[config.mk]
export PLATFORM = sky130hd
export DESIGN_NAME = vram_arbiter_flat
export DESIGN_NICKNAME = d
export VERILOG_FILES = /design/src/rtl/vram_arbiter_pkg.sv /design/src/rtl/vram_arbiter_if.sv /design/src/rtl/vram_arbiter_wr_fifo.sv /design/src/rtl/vram_arbiter.sv /design/src/flat_wrapper.sv
export SDC_FILE = /design/constraint.sdc
export NUM_CORES = 1
export LEC_CHECK = 0
export CORE_ASPECT_RATIO = 1.2
export CORE_MARGIN = 2
export CORE_UTILIZATION = 55
export CTS_CLUSTER_SIZE = 10
export DETAILED_ROUTE_END_ITERATION = 6
export HOLD_SLACK_MARGIN = 0.1
export PLACE_DENSITY = 0.88
export SYNTH_ARGS = -nofsm -noshare
export SYNTH_HDL_FRONTEND = slang
export SYNTH_SLANG_ARGS = --single-unit
[constraint.sdc]
create_clock -name sysclk -period 3.2 [get_ports sysclk]
set_input_delay 0.8 -clock sysclk [delete_from_list [all_inputs] [get_ports sysclk]]
set_output_delay 0.8 -clock sysclk [all_outputs]
set_load 0.02 [all_outputs]
[src/rtl/vram_arbiter_pkg.sv]
// Shared types and defaults for the VRAM arbiter: FSM state encoding, default
// widths and a saturating counter helper used by the optional statistics block.
package vram_arbiter_pkg;

  localparam int unsigned ADDR_W_DEF       = 19;
  localparam int unsigned DATA_W_DEF       = 8;
  localparam int unsigned FIFO_DEPTH_DEF   = 4;
  localparam int unsigned STARVE_LIMIT_DEF = 8;
  localparam int unsigned STAT_W           = 16;

  typedef enum logic [2:0] {
    ST_IDLE     = 3'd0,
    ST_RD_SETUP = 3'd1,
    ST_RD_DONE  = 3'd2,
    ST_WR_SETUP = 3'd3,
    ST_WR_DONE  = 3'd4
  } arbState_t;

  function automatic logic [STAT_W-1:0] satInc16(input logic [STAT_W-1:0] value);
    return (value == '1) ? value : value + STAT_W'(1);
  endfunction

endpackage

[src/rtl/vram_arbiter_if.sv]
// Bundle of MCU write stream, scanout read port and SRAM pin signals.
// The slave modport is the arbiter's view; master is the surrounding system.
interface vram_arbiter_if #(
  parameter int unsigned ADDR_W = 19,
  parameter int unsigned DATA_W = 8
);

  logic [31:0]       wr_addr;
  logic [DATA_W-1:0] wr_data;
  logic              wr_strobe;
  logic              wr_overflow;

  logic              rd_req;
  logic [ADDR_W-1:0] rd_addr;
  logic              rd_ack;
  logic [DATA_W-1:0] rd_data;
  logic              rd_valid;

  logic [ADDR_W-1:0] mem_addr;
  logic [DATA_W-1:0] mem_wdata;
  logic              mem_we_n;
  logic              mem_oe_n;
  logic [DATA_W-1:0] mem_rdata;

  modport master (
    output wr_addr, wr_data, wr_strobe, rd_req, rd_addr, mem_rdata,
    input  wr_overflow, rd_ack, rd_data, rd_valid,
           mem_addr, mem_wdata, mem_we_n, mem_oe_n
  );

  modport slave (
    input  wr_addr, wr_data, wr_strobe, rd_req, rd_addr, mem_rdata,
    output wr_overflow, rd_ack, rd_data, rd_valid,
           mem_addr, mem_wdata, mem_we_n, mem_oe_n
  );

endinterface

[src/rtl/vram_arbiter_wr_fifo.sv]
// Synchronous write FIFO holding {address, data} entries for the arbiter.
// A push while full is accepted when a pop happens on the same edge.
module vram_wr_fifo #(
  parameter int unsigned WIDTH = 27,
  parameter int unsigned DEPTH = 4
) (
  input  logic             clk_i,
  input  logic             rst_ni,
  input  logic             push_i,
  input  logic [WIDTH-1:0] data_i,
  input  logic             pop_i,
  output logic [WIDTH-1:0] data_o,
  output logic             full_o,
  output logic             empty_o
);

  localparam int unsigned PTR_W = $clog2(DEPTH);
  localparam logic [PTR_W:0] PTR_ONE = 1;

  logic [WIDTH-1:0] mem_q [DEPTH];
  logic [PTR_W:0]   wrPtr_q, wrPtr_d;
  logic [PTR_W:0]   rdPtr_q, rdPtr_d;
  logic             pushEn;
  logic             popEn;

  // Extra pointer bit distinguishes full from empty when the indices match.
  assign full_o  = (wrPtr_q[PTR_W] != rdPtr_q[PTR_W]) &&
                   (wrPtr_q[PTR_W-1:0] == rdPtr_q[PTR_W-1:0]);
  assign empty_o = (wrPtr_q == rdPtr_q);
  assign data_o  = mem_q[rdPtr_q[PTR_W-1:0]];

  assign pushEn = push_i && (!full_o || pop_i);
  assign popEn  = pop_i && !empty_o;

  always_comb begin
    wrPtr_d = wrPtr_q;
    rdPtr_d = rdPtr_q;
    if (pushEn) wrPtr_d = wrPtr_q + PTR_ONE;
    if (popEn)  rdPtr_d = rdPtr_q + PTR_ONE;
  end

  always_ff @(posedge clk_i) begin
    if (!rst_ni) begin
      wrPtr_q <= '0;
      rdPtr_q <= '0;
    end else begin
      wrPtr_q <= wrPtr_d;
      rdPtr_q <= rdPtr_d;
    end
  end

  always_ff @(posedge clk_i) begin
    if (pushEn) mem_q[wrPtr_q[PTR_W-1:0]] <= data_i;
  end

endmodule

[src/rtl/vram_arbiter.sv]
// Arbitrates one single-port video SRAM between the MCU write FIFO and the scanout reads.
// Optional VRAM_ARB_STATS_EN adds saturating write/drop counters as extra outputs.
module vram_arbiter
  import vram_arbiter_pkg::*;
#(
  parameter int unsigned ADDR_W       = ADDR_W_DEF,
  parameter int unsigned DATA_W       = DATA_W_DEF,
  parameter int unsigned FIFO_DEPTH   = FIFO_DEPTH_DEF,
  parameter int unsigned STARVE_LIMIT = STARVE_LIMIT_DEF
) (
  input  logic              sysclk,
  input  logic              rst_n,
  vram_arbiter_if.slave     bus
`ifdef VRAM_ARB_STATS_EN
  ,
  output logic [STAT_W-1:0] stat_wr_cnt,
  output logic [STAT_W-1:0] stat_drop_cnt
`endif
);

  localparam int unsigned FIFO_W = ADDR_W + DATA_W;
  localparam int unsigned CNT_W  = $clog2(STARVE_LIMIT + 1);

  arbState_t         state_q, state_d;
  logic [ADDR_W-1:0] ptr_q, ptr_d;
  logic [ADDR_W-1:0] lastAddr_q, lastAddr_d;
  logic [ADDR_W-1:0] memAddr_q, memAddr_d;
  logic [DATA_W-1:0] memWdata_q, memWdata_d;
  logic [DATA_W-1:0] rdData_q, rdData_d;
  logic              rdValid_q, rdValid_d;
  logic              overflow_q, overflow_d;
  logic [CNT_W-1:0]  starve_q, starve_d;

  logic [ADDR_W-1:0] addrIn;
  logic [ADDR_W-1:0] basePtr;
  logic              fifoPush;
  logic              fifoPop;
  logic              fifoFull;
  logic              fifoEmpty;
  logic [FIFO_W-1:0] fifoDin;
  logic [FIFO_W-1:0] fifoHead;
  logic              unusedWrAddrHi;

  assign addrIn         = bus.wr_addr[ADDR_W-1:0];
  assign unusedWrAddrHi = ^bus.wr_addr[31:ADDR_W];

  // A new MCU base address takes effect in the same cycle, so a coincident strobe uses it.
  always_comb begin
    basePtr    = (addrIn != lastAddr_q) ? addrIn : ptr_q;
    fifoPush   = bus.wr_strobe && (!fifoFull || fifoPop);
    fifoDin    = {basePtr, bus.wr_data};
    ptr_d      = fifoPush ? basePtr + ADDR_W'(1) : basePtr;
    lastAddr_d = addrIn;
    overflow_d = overflow_q | (bus.wr_strobe & ~fifoPush);
  end

  vram_wr_fifo #(
    .WIDTH (FIFO_W),
    .DEPTH (FIFO_DEPTH)
  ) u_wr_fifo (
    .clk_i   (sysclk),
    .rst_ni  (rst_n),
    .push_i  (fifoPush),
    .data_i  (fifoDin),
    .pop_i   (fifoPop),
    .data_o  (fifoHead),
    .full_o  (fifoFull),
    .empty_o (fifoEmpty)
  );

  always_comb begin
    state_d    = state_q;
    fifoPop    = 1'b0;
    memAddr_d  = memAddr_q;
    memWdata_d = memWdata_q;
    rdData_d   = rdData_q;
    rdValid_d  = 1'b0;
    starve_d   = fifoEmpty ? '0 : starve_q;
    unique case (state_q)
      ST_IDLE: begin
        // Reads win unless the queued write has already waited STARVE_LIMIT read grants.
        if (!fifoEmpty && (!bus.rd_req || starve_q == CNT_W'(STARVE_LIMIT))) begin
          state_d    = ST_WR_SETUP;
          fifoPop    = 1'b1;
          memAddr_d  = fifoHead[FIFO_W-1:DATA_W];
          memWdata_d = fifoHead[DATA_W-1:0];
          starve_d   = '0;
        end else if (bus.rd_req) begin
          state_d   = ST_RD_SETUP;
          memAddr_d = bus.rd_addr;
          if (!fifoEmpty && starve_q != CNT_W'(STARVE_LIMIT)) begin
            starve_d = starve_q + CNT_W'(1);
          end
        end
      end
      ST_RD_SETUP: state_d = ST_RD_DONE;
      ST_RD_DONE: begin
        state_d   = ST_IDLE;
        rdData_d  = bus.mem_rdata;
        rdValid_d = 1'b1;
      end
      ST_WR_SETUP: state_d = ST_WR_DONE;
      ST_WR_DONE:  state_d = ST_IDLE;
      default:     state_d = ST_IDLE;
    endcase
  end

  always_ff @(posedge sysclk) begin
    if (!rst_n) begin
      state_q    <= ST_IDLE;
      ptr_q      <= '0;
      lastAddr_q <= '0;
      memAddr_q  <= '0;
      memWdata_q <= '0;
      rdData_q   <= '0;
      rdValid_q  <= 1'b0;
      overflow_q <= 1'b0;
      starve_q   <= '0;
    end else begin
      state_q    <= state_d;
      ptr_q      <= ptr_d;
      lastAddr_q <= lastAddr_d;
      memAddr_q  <= memAddr_d;
      memWdata_q <= memWdata_d;
      rdData_q   <= rdData_d;
      rdValid_q  <= rdValid_d;
      overflow_q <= overflow_d;
      starve_q   <= starve_d;
    end
  end

  // Strobes decode from state alone, so write and output enables are mutually exclusive.
  assign bus.rd_ack      = (state_q == ST_RD_SETUP);
  assign bus.mem_oe_n    = !((state_q == ST_RD_SETUP) || (state_q == ST_RD_DONE));
  assign bus.mem_we_n    = (state_q != ST_WR_SETUP);
  assign bus.mem_addr    = memAddr_q;
  assign bus.mem_wdata   = memWdata_q;
  assign bus.rd_data     = rdData_q;
  assign bus.rd_valid    = rdValid_q;
  assign bus.wr_overflow = overflow_q;

`ifdef VRAM_ARB_STATS_EN
  logic [STAT_W-1:0] statWr_q;
  logic [STAT_W-1:0] statDrop_q;

  always_ff @(posedge sysclk) begin
    if (!rst_n) begin
      statWr_q   <= '0;
      statDrop_q <= '0;
    end else begin
      if (state_q == ST_WR_SETUP)         statWr_q   <= satInc16(statWr_q);
      if (bus.wr_strobe && !fifoPush)     statDrop_q <= satInc16(statDrop_q);
    end
  end

  assign stat_wr_cnt   = statWr_q;
  assign stat_drop_cnt = statDrop_q;
`endif

endmodule

[src/flat_wrapper.sv]
// flat-port wrapper written by rule: the top's interface ports become plain ports
module vram_arbiter_flat import vram_arbiter_pkg::*;
#(
  parameter int unsigned ADDR_W       = ADDR_W_DEF,
  parameter int unsigned DATA_W       = DATA_W_DEF,
  parameter int unsigned FIFO_DEPTH   = FIFO_DEPTH_DEF,
  parameter int unsigned STARVE_LIMIT = STARVE_LIMIT_DEF
)
  (sysclk, rst_n, bus_wr_addr, bus_wr_data, bus_wr_strobe, bus_rd_req, bus_rd_addr, bus_mem_rdata, bus_wr_overflow, bus_rd_ack, bus_rd_data, bus_rd_valid, bus_mem_addr, bus_mem_wdata, bus_mem_we_n, bus_mem_oe_n);
  vram_arbiter_if #(.ADDR_W(ADDR_W), .DATA_W(DATA_W)) bus_i ();
  input  logic sysclk;
  input  logic rst_n;
  input wire logic [$bits(bus_i.wr_addr)-1:0] bus_wr_addr;
  input wire logic [$bits(bus_i.wr_data)-1:0] bus_wr_data;
  input wire logic [$bits(bus_i.wr_strobe)-1:0] bus_wr_strobe;
  input wire logic [$bits(bus_i.rd_req)-1:0] bus_rd_req;
  input wire logic [$bits(bus_i.rd_addr)-1:0] bus_rd_addr;
  input wire logic [$bits(bus_i.mem_rdata)-1:0] bus_mem_rdata;
  output wire logic [$bits(bus_i.wr_overflow)-1:0] bus_wr_overflow;
  output wire logic [$bits(bus_i.rd_ack)-1:0] bus_rd_ack;
  output wire logic [$bits(bus_i.rd_data)-1:0] bus_rd_data;
  output wire logic [$bits(bus_i.rd_valid)-1:0] bus_rd_valid;
  output wire logic [$bits(bus_i.mem_addr)-1:0] bus_mem_addr;
  output wire logic [$bits(bus_i.mem_wdata)-1:0] bus_mem_wdata;
  output wire logic [$bits(bus_i.mem_we_n)-1:0] bus_mem_we_n;
  output wire logic [$bits(bus_i.mem_oe_n)-1:0] bus_mem_oe_n;
  assign bus_i.wr_addr = bus_wr_addr;
  assign bus_i.wr_data = bus_wr_data;
  assign bus_i.wr_strobe = bus_wr_strobe;
  assign bus_i.rd_req = bus_rd_req;
  assign bus_i.rd_addr = bus_rd_addr;
  assign bus_i.mem_rdata = bus_mem_rdata;
  assign bus_wr_overflow = bus_i.wr_overflow;
  assign bus_rd_ack = bus_i.rd_ack;
  assign bus_rd_data = bus_i.rd_data;
  assign bus_rd_valid = bus_i.rd_valid;
  assign bus_mem_addr = bus_i.mem_addr;
  assign bus_mem_wdata = bus_i.mem_wdata;
  assign bus_mem_we_n = bus_i.mem_we_n;
  assign bus_mem_oe_n = bus_i.mem_oe_n;
  vram_arbiter #(.ADDR_W(ADDR_W), .DATA_W(DATA_W), .FIFO_DEPTH(FIFO_DEPTH), .STARVE_LIMIT(STARVE_LIMIT)) u_core (.sysclk(sysclk), .rst_n(rst_n), .bus(bus_i));
endmodule
==> results.json, run 1 <==
{
  "status": "completed",
  "swShare_pct": 28.5,
  "clock_power_share_pct": 33.2,
  "die_h_um": 137,
  "ys_warn_count": 0,
  "clk_path_buf_depth": 2,
  "relSlewSlack_pct": 51.6,
  "holdBufCountCts": 0,
  "timing.setup.tns_ns": 0,
  "drc": 0,
  "cts_resized": 0,
  "syn-num-nets": 693,
  "clk_pin_slew_ns": 0.08,
  "drive_gt1_share_pct": 16.1,
  "setup_viol": 0,
  "post_cts_buffers": 0,
  "diodes": 0,
  "antenna_left": 0,
  "hold_class": "register to register",
  "syn_area_per_cell_um2": 13.2,
  "worst-path-max-fanout": 9,
  "async_flop_share_pct": 0,
  "synthCells": 615,
  "ys_seq_area_share_pct": 62.2,
  "synthAdderAreaFrac_pct": 1.08,
  "drtIter0Drc": 330,
  "drv_slew": 0,
  "yosys.area_share.simple_pct": 12.0,
  "grt_pass1_vias": 5416,
  "synth_top_family_by_area": "multiplexers",
  "crit_end": "u_core.ptr_q[4]$_SDFF_PN0_",
  "grt_overflow": 0,
  "crit_path_end_kind": "register",
  "ys_ff_latch": 198,
  "coreArea_mm2": 0.0144,
  "critPathLaunchType": "input port",
  "r2r_start": "u_core.state_q[0]$_SDFFE_PN0P_",
  "clock-sinks": 198,
  "grt_pass1_wl_um": 27100,
  "fin_crit_sh_pct": 87.9,
  "static-leakage-power_nw": 3.62,
  "cts_tree": "done",
  "synthMuxAreaShare_pct": 13.4,
  "synthToLayoutAreaGrowth_pct": 25.7,
  "port_buffers": 97,
  "cts_made_buffers": 17,
  "power.total_w": 0.00634,
  "cts_htree_levels": 4,
  "crit_start": "bus_wr_addr[2]",
  "nets": 827,
  "fmax_ghz": 0.355,
  "synth_xor_area_share_pct": 3.35,
  "yosys.area.top_type": "edfxtp_1",
  "dieArea_mm2": 0.0157,
  "core.rowCount": 48,
  "fin_worst_skew_ns": 0.0118,
  "wl_per_cell_um": 18.9,
  "gp_congestion": 0.840,
  "synth_edf_count": 108,
  "p_sw_w": 0.00181,
  "finalHoldViolCount": 0,
  "gr-usage-all-layers_pct": 23.0,
  "maxCapViolCount": 0,
  "ios": 111,
  "vias_per_cell": 5.77,
  "crit_required_ns": 3.52,
  "synthTopCellsByArea": "edfxtp_1, dfxtp_1, mux4_2, mux2i_1, and2_1",
  "antenna_found_initial": 0,
  "synth_top_area_share_pct": 40.0,
  "finalCriticalPeriod_ns": 2.81,
  "routed-via-count": 5408,
  "grt_max_degree": 46,
  "p_int_w": 0.00453,
  "worstMarginPinSlew_ns": 0.726,
  "worst-setup-path-type": "input port to register",
  "clock_latency_ns": 0.43,
  "synth_compound_area_share_pct": 5.76,
  "synth_area_mm2": 0.00811,
  "rsz0062_at_grt": "false",
  "reg2reg_to": "u_core.u_wr_fifo.mem_q[3][16]$_DFFE_PP_",
  "ys_types": 47,
  "pwr-share-seq_pct": 47.6,
  "p_comb_share_pct": 19.1,
  "hpwl_um": 11800,
  "die_w_um": 115,
  "r2r.worst_path.cells": 6,
  "peakVddDrop_mv": 0.327,
  "cts-root-buf": "clkbuf_16",
  "start_util_pct": 56.2,
  "r2r_setup_slack_ns": 0.73,
  "ys.flop_type": "edfxtp_1",
  "routed_wl_um": 17700,
  "dr.pass1.iters": 5,
  "critPathArrivalTime_ns": 3.13,
  "p_per_area_mw_per_mm2": 622
}
## registers in the layout, summed over array words and instances, names as in the netlist, 3 cells and up, named ones only
register / count
u_core.lastAddr_q: 19
u_core.state_q: 3
u_core.bus.mem_addr: 19
u_core.bus.mem_wdata: 8
u_core.u_wr_fifo.mem_q: 108
u_core.ptr_q: 19
u_core.bus.rd_data: 8
u_core.u_wr_fifo.rdPtr_q: 3
u_core.starve_q: 4
u_core.u_wr_fifo.wrPtr_q: 3
## cells by family after synthesis
group,Yosys count
xor gates and xnor gates,31
DFF,198
buffers and inverters,46
adders and majority gates,7
and+or+nand+nor,188
muxes,73
AOI/OAI and AO/OA,72
## per-layer routing
metal,track usage (%),vias to the layer above,share of wire [%]
met2,42.5,189,54
met3,3.85,28,4.4
li1,-,2531,-
met1,27.0,2660,40
met5,0,-,0
met4,7.76,0,1.7
## synthesized netlist by cell type (5+ instances only)
cell type    n
edfxtp_1   108
dfxtp_1     90
nor2_1      52
nand2_1     36
mux2i_1     34
and2_1      33
mux4_2      27
a211oi_1    25
a21oi_1     24
clkbuf_1    21
xor2_1      18
inv_1       15
nand3_1     15
xnor2_1     13
nor3_1      12
and3_1       9
ha_1         7
mux2_2       7
nand4_1      7
o21ai_0      7
buf_2        6
mux2_1       5
## cell usage in the layout (no fill, tap or decap), types with 4 or more instances in the layout
master / netlist / layout
a211oi_1: 25 / 25
a21oi_1: 24 / 24
and2_1: 33 / 33
and3_1: 9 / 9
buf_12: 0 / 4
buf_4: 0 / 44
clkbuf_16: 0 / 17
clkdlybuf4s50_1: 0 / 97
clkinv_8: 0 / 5
dfxtp_1: 90 / 89
edfxtp_1: 108 / 108
ha_1: 7 / 7
inv_1: 15 / 15
inv_8: 0 / 5
mux2_1: 5 / 5
mux2_2: 7 / 7
mux2i_1: 34 / 34
mux4_2: 27 / 27
nand2_1: 36 / 36
nand3_1: 15 / 15
nand4_1: 7 / 7
nor2_1: 52 / 51
nor3_1: 12 / 12
nor3b_1: 4 / 4
nor4_2: 4 / 4
o21ai_0: 7 / 7
xnor2_1: 13 / 13
xor2_1: 18 / 18
## power by group through the flow
stage	clock, W	sequential, W	combinational (W)
4_1_cts	0.00213	0.00302	0.00122
2_1_floorplan	0	0.00314	0.000637
3_3_place_gp	0	0.00305	0.00116
6_report	0.00211	0.00302	0.00121
3_5_place_dp	0	0.00307	0.00121
5_1_grt	0.00221	0.00304	0.00131
## per-stage QoR
step	worst slack, ns	hold WS [ns]	instance area, um^2	util [%]	std cells
2_1_floorplan	0.409	0.477	8110	-	615
3_3_place_gp	-0.00593	0.443	9590	66.5	905
3_5_place_dp	-0.0524	0.455	9590	66.5	905
4_1_cts	0.389	0.467	10200	70.7	937
5_1_grt	0.193	0.494	10200	70.7	937
6_report	0.387	0.463	10200	70.7	937
## critical path, cell delays in order
cell             delay, ns
clkdlybuf4s50_1       0.43
xor2_1                0.18
nor4_2                0.35
nand4_2               0.21
nor2_4                0.22
buf_4                 0.21
mux2_1                0.36
o311a_1               0.35
## layout make-up
type | count | area (um^2)
flip-flops and latches | 198 | 5050
clock inverters | 15 | 178
repair buffers | 145 | 1380
inverters | 16 | 60.1
fillers | 934 | 4220
multi-input cells | 371 | 2880
well taps | 175 | 219
clock buffers | 17 | 425
## how the worst min path moves through the flow
stage / startpoint / to / cells after the start
after floorplan: u_core.starve_q[3]$_SDFF_PN0_ / u_core.starve_q[3]$_SDFF_PN0_ / 2
after global placement: u_core.bus.mem_wdata[1]$_SDFFE_PN0P_ / u_core.bus.mem_wdata[1]$_SDFFE_PN0P_ / 2
after detailed placement: u_core.bus.mem_wdata[0]$_SDFFE_PN0P_ / u_core.bus.mem_wdata[0]$_SDFFE_PN0P_ / 2
after CTS: u_core.bus.mem_wdata[0]$_SDFFE_PN0P_ / u_core.bus.mem_wdata[0]$_SDFFE_PN0P_ / 2
after global routing: u_core.bus.mem_wdata[7]$_SDFFE_PN0P_ / u_core.bus.mem_wdata[7]$_SDFFE_PN0P_ / 2
final: u_core.bus.mem_wdata[5]$_SDFFE_PN0P_ / u_core.bus.mem_wdata[5]$_SDFFE_PN0P_ / 2
(Power assumes the default switching activity.)
==> inputs of run 2 (changes only) <==
--- a/config.mk
+++ b/config.mk
@@ -14,4 +14,5 @@
 export PLACE_DENSITY = 0.88
 export SYNTH_ARGS = -nofsm -noshare
 export SYNTH_HDL_FRONTEND = slang
+export SYNTH_HIERARCHICAL = 1
 export SYNTH_SLANG_ARGS = --single-unit
==> run 2 against run 1 <==
Against the previous run: register-to-register slack worse by 0.35 ns; maximum frequency down 8.6%; critical endpoint is now u_core/ptr_q[18]$_SDFF_PN0_; sequential power down 2%.
==> results.json, run 2 <==
{
  "p_comb_share_pct": 15.8,
  "final_cell_mix": "edfxtp_1, clkdlybuf4s50_1, dfxtp_1",
  "routed_wl_um": 20200,
  "clock_power_share_pct": 36.3,
  "fin_crit_sh_pct": 96.2,
  "largest_reg_flops": 108,
  "hold_class": "register to register",
  "drtIter0Drc": 480,
  "routed-via-count": 5914,
  "peakVddDrop_mv": 0.539,
  "hpwl_um": 13500,
  "clock_latency_ns": 0.43,
  "nets": 879,
  "p_sw_w": 0.00154,
  "grt_max_degree": 39,
  "antenna_found_initial": 0,
  "pwr-share-seq_pct": 47.9,
  "async_flop_share_pct": 0,
  "synth_common_cells": "edfxtp_1, dfxtp_1, nand2_1",
  "clk_pin_slew_ns": 0.07,
  "diodes": 0,
  "final_core_util_pct": 71.0,
  "cts_made_buffers": 17,
  "synth_edf_count": 108,
  "grt_overflow": 0,
  "coreArea_mm2": 0.0150,
  "drc": 0,
  "grt_use_met2_pct": 45.4,
  "clock-sinks": 198,
  "ys_ff_latch": 198,
  "ios": 111,
  "grtUsageMet1_pct": 29.7,
  "status": "completed",
  "syn-num-nets": 736,
  "gr-usage-all-layers_pct": 25.2,
  "synth_area_mm2": 0.00848,
  "synthToLayoutAreaGrowth_pct": 25.9,
  "ys.flop_type": "edfxtp_1",
  "p_int_w": 0.00463,
  "ys_warn_count": 6,
  "swShare_pct": 25.0,
  "dieArea_mm2": 0.0164,
  "fin_worst_skew_ns": 0.00801,
  "synthTopCellsByArea": "edfxtp_1, dfxtp_1, mux4_2, mux2i_1, nand2_1",
  "static-leakage-power_nw": 3.78,
  "placed_cell_area_mm2": 0.0100,
  "finalCriticalPeriod_ns": 3.08,
  "start_util_pct": 56.4,
  "p_per_area_mw_per_mm2": 579,
  "cts_htree_levels": 4,
  "drv_slew": 0,
  "timing.setup.tns_ns": 0,
  "drive_gt1_share_pct": 18.6,
  "grtUsageMet3_pct": 4.40,
  "grt_pass1_vias": 6045,
  "worst-setup-path-type": "input port to register",
  "grt_pass1_wl_um": 32200,
  "critPathArrivalTime_ns": 3.43,
  "wl_per_cell_um": 19.8,
  "port_buffers": 97,
  "worst-path-max-fanout": 3,
  "design_area_mm2": 0.0107,
  "ys_types": 65,
  "cpMaxStageDelayCell": "clkdlybuf4s50_1",
  "vias_per_cell": 5.82,
  "gp_congestion": 0.919,
  "critPathLaunchType": "input port",
  "hold-worst-slack_ns": 0.453,
  "ys_seq_area_share_pct": 59.5,
  "holdBufCountCts": 0,
  "worstMarginPinSlew_ns": 0.933,
  "synth_most_common_cell": "edfxtp_1",
  "path_cells": "clkdlybuf4s50_1 -> xor2_1 -> nor4_2 -> buf_4 -> nand4_4 -> nor2_8 -> mux2_4 -> ha_4 -> nand2_1 -> or3_4 -> a211oi_4 -> mux2i_1",
  "dr.pass1.iters": 6,
  "top_usage_layer": "met2",
  "synthCells": 657,
  "syn_area_per_cell_um2": 12.9,
  "finalHoldViolCount": 0,
  "die_h_um": 140,
  "slowest_delay_ns": 0.45,
  "crit_required_ns": 3.55,
  "fmax_ghz": 0.325,
  "relSlewSlack_pct": 37.2,
  "clk_path_buf_depth": 2,
  "layout_commonest_cell": "edfxtp_1",
  "crit_path_end_kind": "register",
  "antenna_left": 0,
  "core.rowCount": 49,
  "die_w_um": 117,
  "yosys.area.top_type": "edfxtp_1",
  "setup_viol": 0,
  "maxCapViolCount": 0,
  "synth_top_area_share_pct": 38.3,
  "cts-root-buf": "clkbuf_16",
  "rsz0062_at_grt": "false",
  "cts_tree": "done"
}
-- run 2: what timing repair did --
item | in CTS | in global routing
endpoints found under the setup margin | 2 | 2
hold endpoints to repair | 0 | 0
gates resized for setup | 2 | 3
pin swaps | 2 | 4
setup buffers | 0 | 0
-- run 2: worst paths after layout --
path         cells after the start                                endpoint                                      from  slack (ns)
max                             12             u_core/ptr_q[18]$_SDFF_PN0_                           bus_wr_addr[17]        0.12
min                              2      u_core/bus.rd_data[5]$_SDFFE_PN0P_        u_core/bus.rd_data[5]$_SDFFE_PN0P_        0.45
max reg2reg                     12  u_core/u_wr_fifo/mem_q[0][1]$_DFFE_PP_  u_core/u_wr_fifo/wrPtr_q[1]$_SDFFE_PN0P_        0.38
min reg2reg                      2      u_core/bus.rd_data[5]$_SDFFE_PN0P_        u_core/bus.rd_data[5]$_SDFFE_PN0P_        0.45
-- run 2: metrics by stage --
step,std cells,total power (W),setup WS (ns)
after floorplan,657,0.00353,0.00696
after global placement,985,0.00391,-0.315
after detailed placement,985,0.00397,-0.431
after CTS,1017,0.00620,0.0135
after global routing,1017,0.00636,0.00944
final,1017,0.00618,0.121
-- run 2: logic make-up (layout without fill, tap and decap cells) --
family / count (synthesis) / after routing / synth area share [%]
compound gates: 83 / 83 / 6.73
mux: 69 / 69 / 12.3
buf+inv: 49 / 205 / 2.89
xor+xnor: 36 / 36 / 4.07
simple gates: 214 / 214 / 13.3
fa+ha+maj: 8 / 8 / 1.18
flops: 198 / 198 / 59.5
-- run 2: area by class of cell --
| type | instances | area (um^2) |
|---|---|---|
| flip-flops and latches | 198 | 5050 |
| repair buffers | 155 | 1420 |
| well taps | 204 | 255 |
| inverters | 18 | 67.6 |
| clock buffers | 25 | 571 |
| clock inverters | 7 | 71.3 |
| fillers | 972 | 4350 |
| multi-input cells | 410 | 3240 |
-- run 2: power by group through the flow --
stage                     combinational [W]  sequential, W  clock (W)
after floorplan                    0.000469        0.00306          0
after global placement             0.000914        0.00299          0
after detailed placement           0.000959        0.00301          0
after CTS                          0.000976        0.00296    0.00226
after global routing                0.00104        0.00297    0.00234
final                              0.000977        0.00296    0.00224
-- run 2: per-layer routing --
metal  up-vias  part of all wire, %
met5         -                    0
met4         0                  2.8
met3        51                  5.1
met2       254                   54
met1      2896                   38
li1       2713                    -
-- run 2: critical path: cells and delay by family --
kind | cells | cell delay (ns)
AOI/OAI and AO/OA | 1 | 0.23
xor gates and xnor gates | 1 | 0.19
adders and majority gates | 1 | 0.15
buffers and inverters | 2 | 0.63
muxes | 2 | 0.44
and+or+nand+nor | 5 | 0.99
==> inputs of run 3 (changes only) <==
--- a/config.mk
+++ b/config.mk
@@ -12,6 +12,7 @@
 export DETAILED_ROUTE_END_ITERATION = 6
 export HOLD_SLACK_MARGIN = 0.1
 export PLACE_DENSITY = 0.88
+export SKIP_LAST_GASP = 1
 export SYNTH_ARGS = -nofsm -noshare
 export SYNTH_HDL_FRONTEND = slang
 export SYNTH_HIERARCHICAL = 1
==> results of run 3 <==
Final layout, timing and power as in run 2 (identical DEF).
